### src/rtl/clock_set_controller.sv
`default_nettype none
// ============================================================================
// Module : clock_set_controller
// Brief  : HH:MM time-set sequencer for the DigitalClock counter chain.
//          Define AUTO_REPEAT_EN to enable auto-repeat while inc is held.
// Rev    : 1.0  initial release
// ============================================================================
module clock_set_controller #(
  parameter int BLINK_HALF_CYCLES   = 25000000,
  parameter int TIMEOUT_CYCLES      = 500000000
`ifdef AUTO_REPEAT_EN
  ,
  parameter int REPEAT_DELAY_CYCLES = 25000000,
  parameter int REPEAT_RATE_CYCLES  = 5000000
`endif
) (
  input  logic       clk,
  input  logic       reset,
  input  logic       btn_mode,
  input  logic       btn_inc,
  input  logic [3:0] cur_hour_tens,
  input  logic [3:0] cur_hour_ones,
  input  logic [3:0] cur_min_tens,
  input  logic [3:0] cur_min_ones,
  output logic       run_en,
  output logic       load,
  output logic [3:0] load_hour_tens,
  output logic [3:0] load_hour_ones,
  output logic [3:0] load_min_tens,
  output logic [3:0] load_min_ones,
  output logic       blink_hour,
  output logic       blink_min,
  output logic       setting
);

  localparam int IDLE_W  = $clog2(TIMEOUT_CYCLES + 1);
  localparam int BLINK_W = $clog2(BLINK_HALF_CYCLES + 1);

  typedef enum logic [1:0] {
    ST_RUN      = 2'd0,
    ST_SET_HOUR = 2'd1,
    ST_SET_MIN  = 2'd2,
    ST_COMMIT   = 2'd3
  } state_t;

  state_t             state_q, state_d;
  logic [3:0]         hour_tens_q, hour_tens_d;
  logic [3:0]         hour_ones_q, hour_ones_d;
  logic [3:0]         min_tens_q, min_tens_d;
  logic [3:0]         min_ones_q, min_ones_d;
  logic               mode_prev_q, inc_prev_q;
  logic [IDLE_W-1:0]  idle_q, idle_d;
  logic [BLINK_W-1:0] blink_cnt_q, blink_cnt_d;
  logic               phase_q, phase_d;

  logic mode_press;
  logic inc_press_raw;
  logic inc_press;
  logic in_set;
  logic timeout_hit;

  assign mode_press    = btn_mode & ~mode_prev_q;
  assign inc_press_raw = btn_inc & ~inc_prev_q;
  assign in_set        = (state_q == ST_SET_HOUR) || (state_q == ST_SET_MIN);
  assign timeout_hit   = (idle_q == IDLE_W'(TIMEOUT_CYCLES - 1));

  // Hour and minute BCD increments; out-of-range values fold back to 00.
  function automatic logic [7:0] hour_inc(input logic [3:0] t, input logic [3:0] o);
    logic [7:0] r;
    if ((t >= 4'd2 && o >= 4'd3) || t > 4'd2) r = 8'h00;
    else if (o >= 4'd9)                       r = {t + 4'd1, 4'd0};
    else                                      r = {t, o + 4'd1};
    return r;
  endfunction

  function automatic logic [7:0] min_inc(input logic [3:0] t, input logic [3:0] o);
    logic [7:0] r;
    if (o >= 4'd9) r = (t >= 4'd5) ? 8'h00 : {t + 4'd1, 4'd0};
    else           r = {t, o + 4'd1};
    return r;
  endfunction

`ifdef AUTO_REPEAT_EN
  localparam int RPT_MAX = (REPEAT_DELAY_CYCLES > REPEAT_RATE_CYCLES) ?
                           REPEAT_DELAY_CYCLES : REPEAT_RATE_CYCLES;
  localparam int RPT_W   = $clog2(RPT_MAX + 1);

  logic [RPT_W-1:0] rpt_cnt_q, rpt_cnt_d;
  logic             rpt_armed_q, rpt_armed_d;
  logic             rpt_fire;

  // Counts cycles since the press (or last repeat); first fire after the
  // delay, then every rate interval until release.
  always_comb begin
    rpt_cnt_d   = '0;
    rpt_armed_d = 1'b0;
    rpt_fire    = 1'b0;
    if (in_set && btn_inc) begin
      if (rpt_cnt_q == (rpt_armed_q ? RPT_W'(REPEAT_RATE_CYCLES)
                                    : RPT_W'(REPEAT_DELAY_CYCLES))) begin
        rpt_fire    = 1'b1;
        rpt_cnt_d   = RPT_W'(1);
        rpt_armed_d = 1'b1;
      end else begin
        rpt_cnt_d   = rpt_cnt_q + RPT_W'(1);
        rpt_armed_d = rpt_armed_q;
      end
    end
  end

  always_ff @(posedge clk or negedge reset) begin
    if (!reset) begin
      rpt_cnt_q   <= '0;
      rpt_armed_q <= 1'b0;
    end else begin
      rpt_cnt_q   <= rpt_cnt_d;
      rpt_armed_q <= rpt_armed_d;
    end
  end

  assign inc_press = inc_press_raw | rpt_fire;
`else
  assign inc_press = inc_press_raw;
`endif

  always_comb begin
    state_d     = state_q;
    hour_tens_d = hour_tens_q;
    hour_ones_d = hour_ones_q;
    min_tens_d  = min_tens_q;
    min_ones_d  = min_ones_q;

    case (state_q)
      ST_RUN: begin
        if (mode_press) begin
          state_d     = ST_SET_HOUR;
          hour_tens_d = cur_hour_tens;
          hour_ones_d = cur_hour_ones;
          min_tens_d  = cur_min_tens;
          min_ones_d  = cur_min_ones;
        end
      end
      ST_SET_HOUR: begin
        // Mode beats a coincident inc; any press beats the timeout.
        if (mode_press)       state_d = ST_SET_MIN;
        else if (inc_press)   {hour_tens_d, hour_ones_d} = hour_inc(hour_tens_q, hour_ones_q);
        else if (timeout_hit) state_d = ST_RUN;
      end
      ST_SET_MIN: begin
        if (mode_press)       state_d = ST_COMMIT;
        else if (inc_press)   {min_tens_d, min_ones_d} = min_inc(min_tens_q, min_ones_q);
        else if (timeout_hit) state_d = ST_RUN;
      end
      ST_COMMIT: state_d = ST_RUN;
      default:   state_d = ST_RUN;
    endcase
  end

  always_comb begin
    idle_d      = idle_q + IDLE_W'(1);
    blink_cnt_d = blink_cnt_q + BLINK_W'(1);
    phase_d     = phase_q;

    if (!in_set || (state_d != state_q) || mode_press || inc_press)
      idle_d = '0;

    // Blink phase restarts visible on every state change and every inc.
    if (!in_set || (state_d != state_q) || inc_press) begin
      blink_cnt_d = '0;
      phase_d     = 1'b0;
    end else if (blink_cnt_q == BLINK_W'(BLINK_HALF_CYCLES - 1)) begin
      blink_cnt_d = '0;
      phase_d     = ~phase_q;
    end
  end

  always_ff @(posedge clk or negedge reset) begin
    if (!reset) begin
      state_q     <= ST_RUN;
      hour_tens_q <= 4'd0;
      hour_ones_q <= 4'd0;
      min_tens_q  <= 4'd0;
      min_ones_q  <= 4'd0;
      mode_prev_q <= 1'b0;
      inc_prev_q  <= 1'b0;
      idle_q      <= '0;
      blink_cnt_q <= '0;
      phase_q     <= 1'b0;
    end else begin
      state_q     <= state_d;
      hour_tens_q <= hour_tens_d;
      hour_ones_q <= hour_ones_d;
      min_tens_q  <= min_tens_d;
      min_ones_q  <= min_ones_d;
      mode_prev_q <= btn_mode;
      inc_prev_q  <= btn_inc;
      idle_q      <= idle_d;
      blink_cnt_q <= blink_cnt_d;
      phase_q     <= phase_d;
    end
  end

  assign run_en         = (state_q == ST_RUN);
  assign load           = (state_q == ST_COMMIT);
  assign setting        = in_set;
  assign blink_hour     = (state_q == ST_SET_HOUR) & phase_q;
  assign blink_min      = (state_q == ST_SET_MIN) & phase_q;
  assign load_hour_tens = hour_tens_q;
  assign load_hour_ones = hour_ones_q;
  assign load_min_tens  = min_tens_q;
  assign load_min_ones  = min_ones_q;

endmodule
`default_nettype wire

### config.mk
export PLATFORM = sky130hd
export DESIGN_NAME = clock_set_controller
export DESIGN_NICKNAME = d
export VERILOG_FILES = /design/src/rtl/clock_set_controller.sv
export SDC_FILE = /design/constraint.sdc
export NUM_CORES = 1
export LEC_CHECK = 0
export CAP_MARGIN = 20
export CORE_ASPECT_RATIO = 1.75
export CORE_MARGIN = 8
export CORE_UTILIZATION = 35
export CTS_BUF_LIST = sky130_fd_sc_hd__clkbuf_4
export CTS_CLUSTER_SIZE = 10
export DETAILED_ROUTE_END_ITERATION = 7
export MAX_ROUTING_LAYER = met4
export PLACE_DENSITY = 0.54
export SKIP_CTS_REPAIR_TIMING = 1
export SYNTH_ARGS = -nofsm -noshare
export SYNTH_HDL_FRONTEND = slang
export SYNTH_SLANG_ARGS = --single-unit
### constraint.sdc
create_clock -name clk -period 3.6 [get_ports clk]
set_clock_uncertainty 0.1 [all_clocks]
set_input_delay 0.9 -clock clk [delete_from_list [all_inputs] [get_ports clk]]
set_output_delay 0.9 -clock clk [all_outputs]
set_load 0.02 [all_outputs]
* Word-level counts from Yosys, hierarchy flattened
Index checks and enable logic that the tools add are counted.
Word-level totals: bits in registers 75, bits in latches 0, memory bits (writable) 0, memory bits (read-only) 0, logic and storage cells 89, memories kept 0
Cells by class: add/subtract/negate cells 6, $mul 0, div/mod/pow operators 0, magnitude comparators 6, equal/unequal tests 13, shift operators 0, mux-type cells 31, bitwise operators 7, reduce and logical (&&, ||, !) cells 16
Operators with widths (count):
- 25-bit 2-to-1 mux | 2
- 4-bit 2-to-1 mux | 12
- 8-bit 2-to-1 mux | 4
- 4-bit one-hot mux with 2 select lines | 4
- 29-bit by 1-bit adder with 29-bit output (second input constant) | 1
- 29-bit == test (second input constant) | 1
- 29-bit 2-to-1 mux | 1
- 25-bit by 1-bit adder with 25-bit output (second input constant) | 1
- 25-bit == test (second input constant) | 1
- 4-bit by 1-bit adder with 4-bit output (second input constant) | 4
- 2-bit 2-to-1 mux | 5
- 5-bit AND reduction | 2
- 4-bit by 2-bit greater-or-equal comparator with 1-bit output (second input constant) | 2
- 4-bit greater-or-equal comparator (second input constant) | 2
- 2-bit != test (second input constant) | 4
- 2-bit one-hot mux with 4 select lines | 1
- 4-bit AND reduction | 2
- 1-bit logical OR | 6
- 2-bit nonzero test | 3
- 1-bit bitwise AND | 4
- 2-bit == test (second input constant) | 2
- 4-bit by 3-bit greater-or-equal comparator with 1-bit output (second input constant) | 1
- 4-bit by 2-bit > comparator with 1-bit output (second input constant) | 1
- 2-bit by 1-bit != test with 1-bit output (second input constant) | 2
- 8 further kinds | 11

* Longest topological paths before layout
word-level depth 10, gate-level depth with buffers 10

* Worst setup path after synthesis
No wires, ideal clock.
path kind reg2out, start point register state_q[1], end point output port blink_hour, data arrival time 1403 ps, data required time 2600 ps, setup slack 1197 ps, cell stages (with the launch flop) 6, cells stage by stage dfrtp_1 -> inv_1 -> ha_1 -> clkbuf_1 -> clkbuf_1 -> and2_1
Between the ends: word-level cells in the longest chain between the ends 2
RTL lines:
- start, declared | line 46 | state_t state_q, state_d;
- start signal, assigned | line 190 | state_q <= state_d;
- 2-bit by 1-bit == test with 1-bit output | line 206 | assign blink_hour = (state_q == ST_SET_HOUR) & phase_q;
- 1-bit bitwise AND | line 206
- end, declared | line 31 | output logic blink_hour,
No other way between the ends.

* Worst setup path after layout
start point register state_q[0], end point output port blink_min
Between the ends: word-level cells in the longest chain between the ends 2
RTL lines:
- 2-bit == test | line 207 | assign blink_min = (state_q == ST_SET_MIN) & phase_q;
- 1-bit bitwise AND | line 207
- end, declared | line 32 | output logic blink_min,
No other way between the ends.

==> impl_metrics.env <==
export IMPL_status="finished clean"
export IMPL_grt_setup_unrepaired="no"
export IMPL_gp_congestion=0.758
export IMPL_yosysMostFrequentCell="nor2_1"
export IMPL_synth_ff_type="dfrtp_1"
export IMPL_ys_seq_area_frac=0.450
export IMPL_grt_max_degree=76
export IMPL_power_density_nw_per_um2=570
export IMPL_nets=525
export IMPL_final_cell_area_um2=4870
export IMPL_drt_iter0_markers=122
export IMPL_synth_cell_types=54
export IMPL_gr_usage_met1=0.133
export IMPL_final_util=0.412
export IMPL_arrival_ns=2.36
export IMPL_hold_violations=0
export IMPL_cts_buffers=9
export IMPL_setup_ws_ns=0.239
export IMPL_worst_path_max_delay_cell="clkdlybuf4s50_1"
export IMPL_synth_edf_count=0
export IMPL_r2r_start="state_q[1]"
export IMPL_syn_inst=449
export IMPL_grt_pass1_wl_mm=16.4
export IMPL_min_period_ns=3.36
export IMPL_synth_xor_area_share=0.107
export IMPL_nFillCells=1190
export IMPL_cts_tree="done"
export IMPL_max_cap_viol_count=0
export IMPL_place_ws_ns=0.482
export IMPL_timing_hold_ws_ns=0.233
export IMPL_rrSetupSlack_ns=0.96
export IMPL_drv_slew=0
export IMPL_met2_usage=0.236
export IMPL_fmax_ghz=0.298
export IMPL_wl_per_cell_um=14.8
export IMPL_async_reset_ff_frac=1.00
export IMPL_reg2regPathDepth=8
export IMPL_start_util=0.354
export IMPL_synth_area_leaders="dfrtp_1, nor2_1, xnor2_1"
export IMPL_antenna_left=0
export IMPL_setup_worst_path_class="reg -> out"
export IMPL_finalPower_mw=2.78
export IMPL_final_setup_viol_count=0
export IMPL_vias=3266
export IMPL_die_h_um=160
export IMPL_tightest_slew_ns=0.622
export IMPL_postSynthNetCount=486
export IMPL_dp_cells=613
export IMPL_globalRouteTotalUtil=0.132
export IMPL_vias_per_cell=5.18
export IMPL_grt_pass1_vias=3445
export IMPL_io_buffers=40
export IMPL_yosys_area_top_type_share=0.450
export IMPL_clkLatencyLatePin_ns=0.44
export IMPL_overflow=0
export IMPL_crit_fanout=14
export IMPL_syn_cell_area_um2=4170
export IMPL_rows=53
export IMPL_yosys_area_top_type="dfrtp_1"
export IMPL_synth_area_mux_share=0.0108
export IMPL_routed_wl_mm=9.32
export IMPL_relSlewSlack=0.582
export IMPL_synth_compound_area_frac=0.0807
export IMPL_crit_chain="inv_1, ha_1, and2_1, clkdlybuf4s50_1"
export IMPL_synthAdderAreaFrac=0.0510
export IMPL_drt_pass1_iterations=5
export IMPL_cts_htree_levels=3
export IMPL_drc_errors=0
export IMPL_yosys_top_cells_count="nor2_1, dfrtp_1, xnor2_1, inv_1, nand3_1"
export IMPL_io_pins=41
export IMPL_leakagePower_nw=1.95
export IMPL_cts_sinks=75
export IMPL_end_kind="output pin"
export IMPL_synthSimpleGateAreaFrac=0.253
export IMPL_path_buf_inv=2
export IMPL_syn_avg_cell_area_um2=9.29
export IMPL_finalNonFillerCells=631
export IMPL_cp_required_ns=2.60
export IMPL_path_clk_slew_ns=0.13
export IMPL_drive_gt1_frac=0.0609
export IMPL_startpoint_type="flop"
export IMPL_ctsLongestPathBuffers=2
export IMPL_dp_hpwl_mm=6.69
export IMPL_peakVddDrop_mv=0.172
export IMPL_max_stage_delay_ns=0.60
export IMPL_grt_busiest_layer="met2"
export IMPL_fin_setup_tns_ns=0
export IMPL_fp_dieW_um=98.5
export IMPL_r2r_end="blink_cnt_q[13]"
export IMPL_hp_class="in -> async"
export IMPL_antenna_found_initial=1
export IMPL_place_area_um2=4680
export IMPL_cpLargestDelayFamily="buffers and inverters"
export IMPL_synth_top_family_by_area="simple AND/OR/NAND/NOR gates"
export IMPL_core_area_um2=11800
export IMPL_yosysWarnings=0
export IMPL_period_share=0.934
export IMPL_grt_use_met3=0.0251
export IMPL_die_area_um2=15800
export IMPL_syn2layout_area_growth_pct=16.6
export IMPL_cts_root_buf="clkbuf_4"
export IMPL_ys_seq_elements=75
[final cells by class]
| class | count | area [µm²] | share of cell area |
|---|---|---|---|
| Multi-Input combinational cell | 327 | 2100 | 0.431 |
| Sequential cell | 75 | 1880 | 0.386 |
| Timing Repair Buffer | 43 | 440 | 0.0905 |
| Tap cell | 137 | 171 | 0.0352 |
| Inverter | 32 | 120 | 0.0247 |
| Clock inverter | 7 | 91.3 | 0.0188 |
| Clock buffer | 9 | 67.6 | 0.0139 |
| Antenna cell | 1 | 2.50 | 0.000514 |
[layer usage]
metal / part of all wire / vias to the layer above / wire length [µm]
li1: - / 1616 / -
met2: 0.54 / 41 / 5070
met3: 0.028 / 14 / 258
met1: 0.41 / 1595 / 3790
met4: 0.021 / 0 / 199
met5: 0 / - / 0
[worst register-to-register path, cell delays in order (launching register included)]
cell and delay (ns):
dfrtp_1 0.47, inv_1 0.12, ha_1 0.23, buf_4 0.21, o21bai_1 0.18, o311ai_0 0.20, nor4_1 0.45, nand3_2 0.40
nor2_1 0.21
[kinds of logic (layout without fill, tap and decap cells)]
| family | Yosys count | after routing |
|---|---|---|
| simple gates | 205 | 205 |
| flops | 75 | 75 |
| xor+xnor | 51 | 51 |
| compound gates | 50 | 50 |
| buf+inv | 47 | 91 |
| fa+ha+maj | 17 | 17 |
| mux | 4 | 4 |
| other cells | 0 | 1 |
[cells in the final DEF (no fill, tap or decap), types with 7 or more instances in the layout]
cell type / instances
a21oi_1: 12
nor2_1: 85
inv_1: 31
xnor2_1: 34
and4_1: 9
nand4_1: 13
xor2_1: 17
nand2b_1: 7
nand2_1: 19
nand3_1: 23
o21ai_0: 9
dfrtp_1: 75
clkbuf_4: 9
nor3_1: 15
clkdlybuf4s50_1: 39
ha_1: 17
[worst max-delay path by stage]
| stage | startpoint | end | cells past startpoint |
|---|---|---|---|
| after floorplan | state_q[1] | blink_hour | 5 |
| after global placement | btn_mode | idle_q[14] | 6 |
| after detailed placement | btn_mode | idle_q[24] | 6 |
| after CTS | state_q[0] | blink_min | 4 |
| after global routing | state_q[0] | blink_min | 4 |
| final | state_q[0] | blink_min | 4 |
[registers in the layout, indices dropped and copies added (netlist names), 2 cells and up]
register	count
load_hour_ones	4
blink_cnt_q	25
load_min_ones	4
load_hour_tens	4
state_q	2
idle_q	29
load_min_tens	4
[report_power, final]
group	switching (mW)	internal [mW]
combinational	0.653	0.443
sequential	0.140	0.949
clock	0.310	0.281
Note: power is estimated with default switching activity, not from simulation.
